### config.mk
export PLATFORM = sky130hd
export DESIGN_NAME = mac_cfg_loader
export DESIGN_NICKNAME = d
export VERILOG_FILES = /design/src/rtl/mac_cfg_loader.sv
export SDC_FILE = /design/constraint.sdc
export NUM_CORES = 1
export LEC_CHECK = 0
export CAP_MARGIN = 20
export CORE_AREA = 4 4 169 171
export DETAILED_ROUTE_END_ITERATION = 7
export DIE_AREA = 0 0 173 175
export HOLD_SLACK_MARGIN = 0.1
export PLACE_DENSITY = 0.72
export SETUP_SLACK_MARGIN = 0.2
export SLEW_MARGIN = 20
export SYNTH_ARGS = -nofsm -noshare
export SYNTH_HDL_FRONTEND = slang
export SYNTH_SLANG_ARGS = --single-unit
### constraint.sdc
create_clock -name clk -period 3 [get_ports clk]
set_input_delay 0.45 -clock clk [delete_from_list [all_inputs] [get_ports clk]]
set_output_delay 0.45 -clock clk [all_outputs]
set_load 0.02 [all_outputs]
### src/rtl/mac_cfg_loader.sv
// Config loader for one MAC cluster: assembles narrow beats into a cfg word,
// pulses cset on commit and holds the cluster en low until the config settles.
module mac_cfg_loader #(
   parameter int MAC_CONF_WIDTH = 4,
   parameter int MAC_ACC_WIDTH  = 32,
   parameter int IN_WIDTH       = 16,
   parameter int SETTLE_CYCLES  = 2,
   localparam int CFG_WIDTH = 4*MAC_ACC_WIDTH+MAC_CONF_WIDTH,
   localparam int BEATS = (CFG_WIDTH+IN_WIDTH-1)/IN_WIDTH
) (
   input  logic                 clk,
   input  logic                 rst_n,
   input  logic                 in_valid,
   output logic                 in_ready,
   input  logic [IN_WIDTH-1:0]  in_data,
   input  logic                 cfg_abort,
   input  logic                 run_en,
   output logic [CFG_WIDTH-1:0] cfg,
   output logic                 cset,
   output logic                 mac_en,
   output logic                 cfg_loaded
);

   localparam int ASM_W = BEATS*IN_WIDTH;
   localparam int CNT_W = (BEATS > 1) ? $clog2(BEATS) : 1;
   localparam int SET_W = (SETTLE_CYCLES > 1) ? $clog2(SETTLE_CYCLES) : 1;

   typedef enum logic [2:0] {
      IDLE,
      LOAD,
      COMMIT,
      SETTLE,
      RUN
   } state_t;

   state_t           state_q;
   logic [CNT_W-1:0] cnt_q;
   logic [SET_W-1:0] set_q;
   logic [ASM_W-1:0] asm_q;
   logic [ASM_W-1:0] asm_nxt;
   logic [CNT_W-1:0] idx;
   logic             last;
   logic             accept;

   // A beat taken outside LOAD always starts a fresh image at slot 0
   always_comb begin
      idx     = (state_q == LOAD) ? cnt_q : '0;
      asm_nxt = asm_q;
      asm_nxt[idx*IN_WIDTH +: IN_WIDTH] = in_data;
      last    = (idx == CNT_W'(BEATS-1));
      in_ready = ((state_q == IDLE) ||
                  (state_q == LOAD) ||
                  (state_q == RUN)) && !cfg_abort;
      accept  = in_valid && in_ready;
   end

   always_ff @(posedge clk or negedge rst_n) begin
      if (!rst_n) begin
         state_q    <= IDLE;
         cnt_q      <= '0;
         set_q      <= '0;
         asm_q      <= '0;
         cfg        <= '0;
         cset       <= 1'b0;
         mac_en     <= 1'b0;
         cfg_loaded <= 1'b0;
      end else begin
         cset <= 1'b0;
         unique case (state_q)
            IDLE: mac_en <= 1'b0;
            LOAD: begin
               if (cfg_abort) begin
                  state_q <= IDLE;
                  cnt_q   <= '0;
               end
            end
            COMMIT: begin
               state_q <= SETTLE;
               set_q   <= '0;
            end
            SETTLE: begin
               if (set_q == SET_W'(SETTLE_CYCLES-1)) begin
                  state_q    <= RUN;
                  cfg_loaded <= 1'b1;
               end else begin
                  set_q <= set_q + 1'b1;
               end
            end
            RUN: mac_en <= run_en;
            default: state_q <= IDLE;
         endcase
         if (accept) begin
            asm_q      <= asm_nxt;
            mac_en     <= 1'b0;
            cfg_loaded <= 1'b0;
            if (last) begin
               cfg     <= CFG_WIDTH'(asm_nxt);
               cset    <= 1'b1;
               cnt_q   <= '0;
               state_q <= COMMIT;
            end else begin
               cnt_q   <= idx + 1'b1;
               state_q <= LOAD;
            end
         end
      end
   end

endmodule

# After elaboration in Yosys (flattened, before gate mapping)
# Cells that the tools add are included.
# word_totals
ff_bits,287
input_bits,21
# op_classes
shift,2
addsub,3
n_mux,20
eq_ne,8
n_reduce_logical,17
# op_table
op,n
bitwise mux 144 bit,1
"variable shift 16 x 34 -> 144 bit, first input constant",1
indexed part select 16 x 34 -> 144 bit,1
negation 8 -> 34 bit,1
two-way mux 4 bit,5
case mux 3 bit (4 select lines),1
nonzero test 2 bit,5
two-way mux 3 bit,3
two-way mux 1 bit,7
"== test 3 x 2 -> 1 bit, second input constant",2
"!= test 3 bit, second input constant",2
AND reduction 2 bit,3
"adder 4 x 1 -> 4 bit, second input constant",1
"== test 4 bit, second input constant",1
case mux 1 bit (2 select lines),2
"== test 3 x 1 -> 1 bit, second input constant",1
"== test 3 bit, second input constant",1
logical NOT 3 bit,1
AND reduction 3 bit,1
nonzero test 3 bit,1
logical AND 1 bit,2
logical OR 1 bit,2
two-way mux 2 bit,1
"!= test 2 x 1 -> 1 bit, second input constant",1
other kinds (3),3

# Longest topological paths before layout
# Gate-level depths: netlist of run 1.
# logic_depth
depth_word,7
ltp_mapped,15
ltp_nobuf,9

# Worst setup path after synthesis of run 1
# No wires, ideal clock.
# synth_timing
path_type,register to register
startpoint,register state_q[1]
endpoint,register cfg[121]
arrival_time_ps,3013
path_stages_with_launch,14
path_slack_ps,-139
setup_ps,126
period_less_slack_ps,3139
path_cell_list,dfrtp_1 clkbuf_2 nor3b_1 nand2_1 clkbuf_1 ha_1 clkbuf_2 and3b_1 o2111ai_1 nor2b_1 clkbuf_2 buf_2 a221oi_1 nor2_1
# synth_via
elab_chain_len,6
elab_cells_between_ends,14
cone_classes,add/sub (1); eq/ne (3); shift (2); mux (2); reduce/logical (6)
# synth_lines
element,line_no,text
from (decl),36,state_t state_q;
from (signal assigned),59,state_q <= IDLE;
from (signal assigned),73,state_q <= IDLE;
from (signal assigned),78,state_q <= SETTLE;
"parallel branches: the longest is 6 deep, another holds negation 8 -> 34 bit",--,
to (signal assigned),97,cfg <= CFG_WIDTH'(asm_nxt);
to (decl),18,"output logic [CFG_WIDTH-1:0] cfg,"
# Several ways; the timed one is not identified.
# A chain may end at the register's enable or synchronous reset.

# Final worst setup path of run 1
# layout_timing
startpoint,register state_q[1]
endpoint,register cfg[103]
# The elaborated chain is that of the path after synthesis.

==> impl_metrics.toml, run 1 <==
[place]
gp_congestion = 0.845
dpl.hpwl_um = 21400
dp_cells = 1607
numPortBuffers = 156

[floorplanning]
coreArea_mm2 = 0.0269
num_rows = 60
start_util_pct = 44.9
die_w_um = 173
ios = 157
die_area_mm2 = 0.0303
die_y_um = 175

[routing]
wire_per_inst_um = 18.9
drt_iter0_drc = 779
drc_errors = 0
antenna_left = 0
num_vias = 9052
first_pass_iters = 6
via_per_inst = 5.44
wl_um = 31500

[timing]
fin_hold_ws_ns = 0.463
post-route-period-util_pct = 90.7
slew_headroom_pct = 51.8
final-max-slew-violation-count = 0
tightestPinTransition_ns = 0.723
finalSetupViolCount = 0
finClkSkew_ns = 0.0164
rsz0062_at_grt = "true"
hold_viol_final = 0
min_period_ns = 2.72
fmax_mhz = 368

[power_and_ir_drop]
pwr_density_cell_mw_per_mm2 = 580
combPwrFrac_pct = 11.0
peakVddDrop_mv = 0.416
p_clk_share_pct = 44.5
p_sw_share_pct = 24.8
power.switching_w = 0.00221
seqPwrFrac_pct = 44.5
p_leak_nw = 6.98
internal_power_w = 0.00669

[synthesis]
seq_area_frac_synth_pct = 57.0
yosys_warnings = 0
ys_types = 55
postSynthCellCount = 1148
netlist_area_mm2 = 0.0121
synth_nets = 1175
synth_ff_type = "dfrtp_1"
yosysMostFrequentCell = "dfrtp_1"
synthArstFlopShare_pct = 100
synth_area_leader_cell = "dfrtp_1"
yosys-top-cells-area = "dfrtp_1 (57%), nand2_1 (8.5%), mux2_2 (7.6%), mux2i_1 (6.1%), o21ai_0 (5.1%)"
synth-edff-count = 0
ys_top_cells_by_count = "dfrtp_1 (275), nand2_1 (272), o21ai_0 (123)"
netlist.area_leader.share_pct = 57.0
avgSynthCellArea_um2 = 10.5
synth-seq-cells = 275

[worst_hold_path]
hold_path.startpoint = "cfg[66]$_DFFE_PN0P_"
hp-class = "reg2reg"

[cells_and_area]
finalNonFillerCells = 1664
fillers = 2233
drive_above_1_share_pct = 16.7
syn2layout_area_growth_pct = 27.0
nets = 1330
antenna_cells = 0
multi_input_area_mm2 = 0.00483
seq_area_mm2 = 0.00688

[global_route]
gr-usage-met3_pct = 3.70
grt_use_met2_pct = 33.7
grtUsageTotal_pct = 20.4
first_global_vias = 9061
grt_pass1_wl_um = 50400
grt_start_max_net_pins = 109
grt_overflow_total = 0
use_met1_pct = 28.7
grt_antenna_before_repair = 0
busiest_layer = "met2"

[worst_setup_path]
cp_slowest_cell = "dfrtp_2"
path_max_fanout = 11
r2r_slack_ns = 0.28
path_buf_inv = 2
critPathCaptureType = "flop"
cp.arrival_ns = 3.16
path_class = "reg2reg"
startpoint = "state_q[1]$_DFFE_PN0P_"
required_ns = 3.44
regToRegStartpoint = "state_q[1]$_DFFE_PN0P_"
cp_cell_sequence = "nor3b_4, buf_6, o31ai_1, ha_1, o21a_2, nand3_4, buf_12, mux2i_1, o21ai_0"
cp-start-kind = "flop"
critPathMaxStageDelay_ns = 0.47
cpLargestDelayFamily = "compound AO/OA/AOI/OAI gates"

[clocking]
cts_tree = "yes"
numCtsBuffers = 29
cts.clk_slew.worst_paths_ns = 0.06
clock_latency_ns = 0.56
clk_path_buf_depth = 3
cts_sinks = 275
htree_num_levels = 1
root_buffer = "clkbuf_16"

[run]
cap_violations = 0

[status]
status = "finished clean"
## state kept, by name, summed over array words and instances (netlist names)
register,count
state_q,3
asm_q,132
cnt_q,4
cset,1
cfg,132
cfg_loaded,1
mac_en,1
set_q,1
## area by class of cell
type                    count  area share, %
clock inverters            15           1.79
inverters                   8          0.196
multi-input cells         780           31.5
clock buffers              36           5.10
repair buffers            209           13.8
well taps                 341           2.78
flip-flops and latches    275           44.9
## metrics by stage
step / total power [W] / cell area, µm² / setup TNS, ns / setup WS, ns / util [%]
floorplan: 0.00458 / 12100 / 0 / 0.181 / -
global placement: 0.00496 / 14200 / 0 / 0.102 / 52.7
detailed placement: 0.00498 / 14200 / -0.0744 / -0.0342 / 52.7
CTS: 0.00895 / 15200 / 0 / 0.0431 / 56.7
global route: 0.00923 / 15300 / 0 / 0.141 / 57.1
finish: 0.00890 / 15300 / 0 / 0.280 / 57.1
## power groups by stage
stage / Combinational [W] / Clock [W] / Sequential, W
floorplan: 0.000557 / 0 / 0.00403
detailed placement: 0.000952 / 0 / 0.00403
finish: 0.000977 / 0.00396 / 0.00396
global route: 0.00106 / 0.00419 / 0.00398
global placement: 0.000938 / 0 / 0.00402
CTS: 0.000969 / 0.00402 / 0.00396
## final timing paths
path / cells after the start / endpoint
max: 9 / cfg[103]$_DFFE_PN0P_
min: 2 / cfg[66]$_DFFE_PN0P_
max reg2reg: 9 / cfg[103]$_DFFE_PN0P_
min reg2reg: 2 / cfg[66]$_DFFE_PN0P_
max in group asynchronous: 3 / asm_q[31]$_DFFE_PN0P_
min in group asynchronous: 2 / asm_q[65]$_DFFE_PN0P_
## placed cells by master (no fill, tap or decap), drive strengths merged, types with 5 or more instances in the layout
cell / instances
nor2: 91
bufinv: 7
a31oi: 16
nand2: 273
nor3: 7
dfrtp: 275
a21oi: 6
mux2: 83
clkbuf: 36
nand3: 24
ha: 6
o21ai: 143
clkdlybuf4s50: 155
buf: 53
inv: 9
nand4: 5
a221oi: 16
mux2i: 74
## worst min-delay path: stages (launching register included)
cell and delay [ns]:
dfrtp_1 0.34, nand2_1 0.05, nand2_1 0.04
## layer usage
layer	wire length (µm)	vias up
li1	-	4205
met1	13800	4459
met2	14700	334
met3	2290	54
met4	671	0
met5	0	-
## repair_timing
action / 4_1_cts / 5_1_grt
pin swaps: 1 / 4
gates resized for setup: 1 / 11
setup endpoints to repair: 87 / 136
hold buffers: 1 / 0
hold endpoints to repair: 87 / 0
buffers inserted: 2 / 3
## cell families (layout without fill, tap and decap cells)
kind of cell,count (synthesis),after routing,share of synthesized area [%]
and+or+nand+nor,423,423,15.4
DFF,275,275,57.0
AOI/OAI and AO/OA,191,191,9.00
muxes,157,157,13.9
buffers and inverters,93,268,3.73
adders and majority gates,6,6,0.621
xor gates and xnor gates,3,3,0.373
No activity file was read; power rests on OpenSTA's default activity.
==> run 2: changes to the inputs <==
--- a/config.mk
+++ b/config.mk
@@ -16,3 +16,4 @@
 export SYNTH_ARGS = -nofsm -noshare
 export SYNTH_HDL_FRONTEND = slang
 export SYNTH_SLANG_ARGS = --single-unit
+export TNS_END_PERCENT = 20
==> run 2 against run 1 <==
Effect of this change: maximum frequency is 3.4% lower; sequential share of layout area rose by 0.065 points; via count is 0.70% lower; wire length is essentially flat; total power down 0.13%; non-clock buffer count decreased by 1; worst setup slack lost 0.097 ns; die area stayed put; largest power group unchanged; core utilization shrank 0.10 points; clock skew shrank 0.0012 ns; clock power barely moved; highest routed layer unchanged.
==> impl_metrics.toml, run 2 (synthesis gave the netlist of run 1 again) <==
[worst_hold_path]
holdPathEnd = "cfg[66]$_DFFE_PN0P_"
holdPathStages = 2
hp-class = "reg2reg"
hold_path.startpoint = "cfg[66]$_DFFE_PN0P_"

[cells_and_area]
antenna_cells = 0
reg_top3 = "asm_q (132), cfg (132), cnt_q (4)"
drive_above_1_share_pct = 16.4
nets = 1329
fin_util_pct = 57.0
fillers = 2238
syn2layout_area_growth_pct = 26.8
final_cell_mix = "dfrtp_1 (275), nand2_1 (270), clkdlybuf4s50_1 (155)"
finalNonFillerCells = 1663
final_common_cell = "dfrtp_1"

[clocking]
cts_tree = "yes"
clock_latency_ns = 0.56
htree_num_levels = 1
root_buffer = "clkbuf_16"
clk_path_buf_depth = 3
numCtsBuffers = 29
cts_sinks = 275
cts.clk_slew.worst_paths_ns = 0.06

[global_route]
grtUsageTotal_pct = 20.4
grt_overflow_total = 0
first_global_vias = 9029
grt_antenna_before_repair = 0
grt_pass1_wl_um = 50300
grt_start_max_net_pins = 109

[power_and_ir_drop]
combPwrFrac_pct = 10.9
p_sw_share_pct = 24.7
internal_power_w = 0.00669
power.switching_w = 0.00220
pwr_density_cell_mw_per_mm2 = 580
power_w = 0.00889
p_clk_share_pct = 44.5
seqPwrFrac_pct = 44.6
p_leak_nw = 6.98
peakVddDrop_mv = 0.412

[routing]
wl_um = 31500
drt_iter0_drc = 847
wire_per_inst_um = 19.0
num_vias = 8989
via_per_inst = 5.41
antenna_left = 0
drc_errors = 0
first_pass_iters = 5

[worst_setup_path]
path_class = "reg2reg"
path_max_fanout = 16
cp_common_cell = "buf_4"
cpLargestDelayFamily = "buffers and inverters"
cp_slowest_cell = "dfrtp_1"
critPathMaxStageDelay_ns = 0.48
path_buf_inv = 3
required_ns = 3.43
cp_cell_sequence = "nor3b_4, buf_4, o31ai_1, ha_1, buf_4, nand3_4, nor2_2, buf_4, mux2_2"
r2r_slack_ns = 0.18
critPathCaptureType = "flop"
r2r_end = "asm_q[33]$_DFFE_PN0P_"
regToRegStartpoint = "state_q[1]$_DFFE_PN0P_"
reg2reg_depth = 9
cp.arrival_ns = 3.25
cp-start-kind = "flop"

[place]
gp_congestion = 0.845
numPortBuffers = 156
dp_cells = 1607
dpl.hpwl_um = 21400

[timing]
hold_viol_final = 0
post-route-period-util_pct = 93.9
final-max-slew-violation-count = 0
finClkSkew_ns = 0.0152
fmax_mhz = 355
fin_tns_setup_ns = 0
min_period_ns = 2.82
slew_headroom_pct = 51.7
rsz0062_at_grt = "true"
tightestPinTransition_ns = 0.721
finalSetupViolCount = 0

[floorplanning]
die_y_um = 175
die_w_um = 173
ios = 157
die_area_mm2 = 0.0303
coreArea_mm2 = 0.0269
start_util_pct = 44.9
num_rows = 60

[status]
status = "finished clean"

[run]
cap_violations = 0
==> run 2: cell count changes in the layout (fill, tap and decap cells not counted), sizes merged <==
cell  change
buf       -1
==> run 2: worst max path at each step <==
stage / from / endpoint / slack [ns] / cells past startpoint
2_1_floorplan: state_q[1]$_DFFE_PN0P_ / asm_q[22]$_DFFE_PN0P_ / 0.18 / 11
3_3_place_gp: state_q[2]$_DFFE_PN0P_ / cfg[124]$_DFFE_PN0P_ / 0.10 / 8
3_5_place_dp: state_q[0]$_DFFE_PN0P_ / cfg[124]$_DFFE_PN0P_ / -0.03 / 8
4_1_cts: state_q[2]$_DFFE_PN0P_ / asm_q[85]$_DFFE_PN0P_ / 0.04 / 7
5_1_grt: state_q[0]$_DFFE_PN0P_ / asm_q[27]$_DFFE_PN0P_ / 0.02 / 9
6_report: state_q[1]$_DFFE_PN0P_ / asm_q[33]$_DFFE_PN0P_ / 0.18 / 9
==> run 2: per-layer routing <==
metal  GRT usage, %  vias to the layer above  routed length [µm]
met1           28.7                     4439               14000
met4           4.12                        0                 556
met3           3.70                       49                2220
met5              0                        -                   0
met2           33.6                      299               14800
li1               -                     4202                   -
==> run 2: stage by stage <==
step | cell area (µm²) | worst slack [ns] | hold slack (ns)
floorplan | 12100 | 0.181 | 0.154
global placement | 14200 | 0.102 | 0.449
detailed placement | 14200 | -0.0342 | 0.452
CTS | 15200 | 0.0431 | 0.468
global route | 15300 | 0.0175 | 0.479
finish | 15300 | 0.184 | 0.463
==> run 2: final cells by class <==
| type | count | area [µm²] | area share [%] |
|---|---|---|---|
| sequential | 275 | 6880 | 44.9 |
| multi-input combinational | 780 | 4820 | 31.5 |
| timing repair buffer | 208 | 2100 | 13.7 |
| clock buffer | 36 | 782 | 5.11 |
| tap | 341 | 427 | 2.79 |
| clock inverter | 15 | 275 | 1.80 |
| inverter | 8 | 30.0 | 0.196 |
==> run 2: repair_timing <==
item,in CTS,in global routing
pin swaps,0,3
hold buffers,1,0
buffers inserted,0,4
gates cloned,0,0
resized for setup,1,5
endpoints found under the setup margin,87,151
endpoints found under the hold margin,87,0
==> run 2: power by group through the flow <==
stage / logic, W / clock network [W] / registers [W]
floorplan: 0.000557 / 0 / 0.00403
global placement: 0.000938 / 0 / 0.00402
detailed placement: 0.000952 / 0 / 0.00403
CTS: 0.000959 / 0.00402 / 0.00396
global route: 0.00106 / 0.00419 / 0.00398
finish: 0.000972 / 0.00395 / 0.00396
==> run 2: worst register-to-register path: stages, from the launching register on <==
cell     delay (ns)
dfrtp_1        0.48
nor3b_4        0.26
buf_4          0.26
o31ai_1        0.12
ha_1           0.43
buf_4          0.19
nand3_4        0.18
nor2_2         0.14
buf_4          0.26
mux2_2         0.37
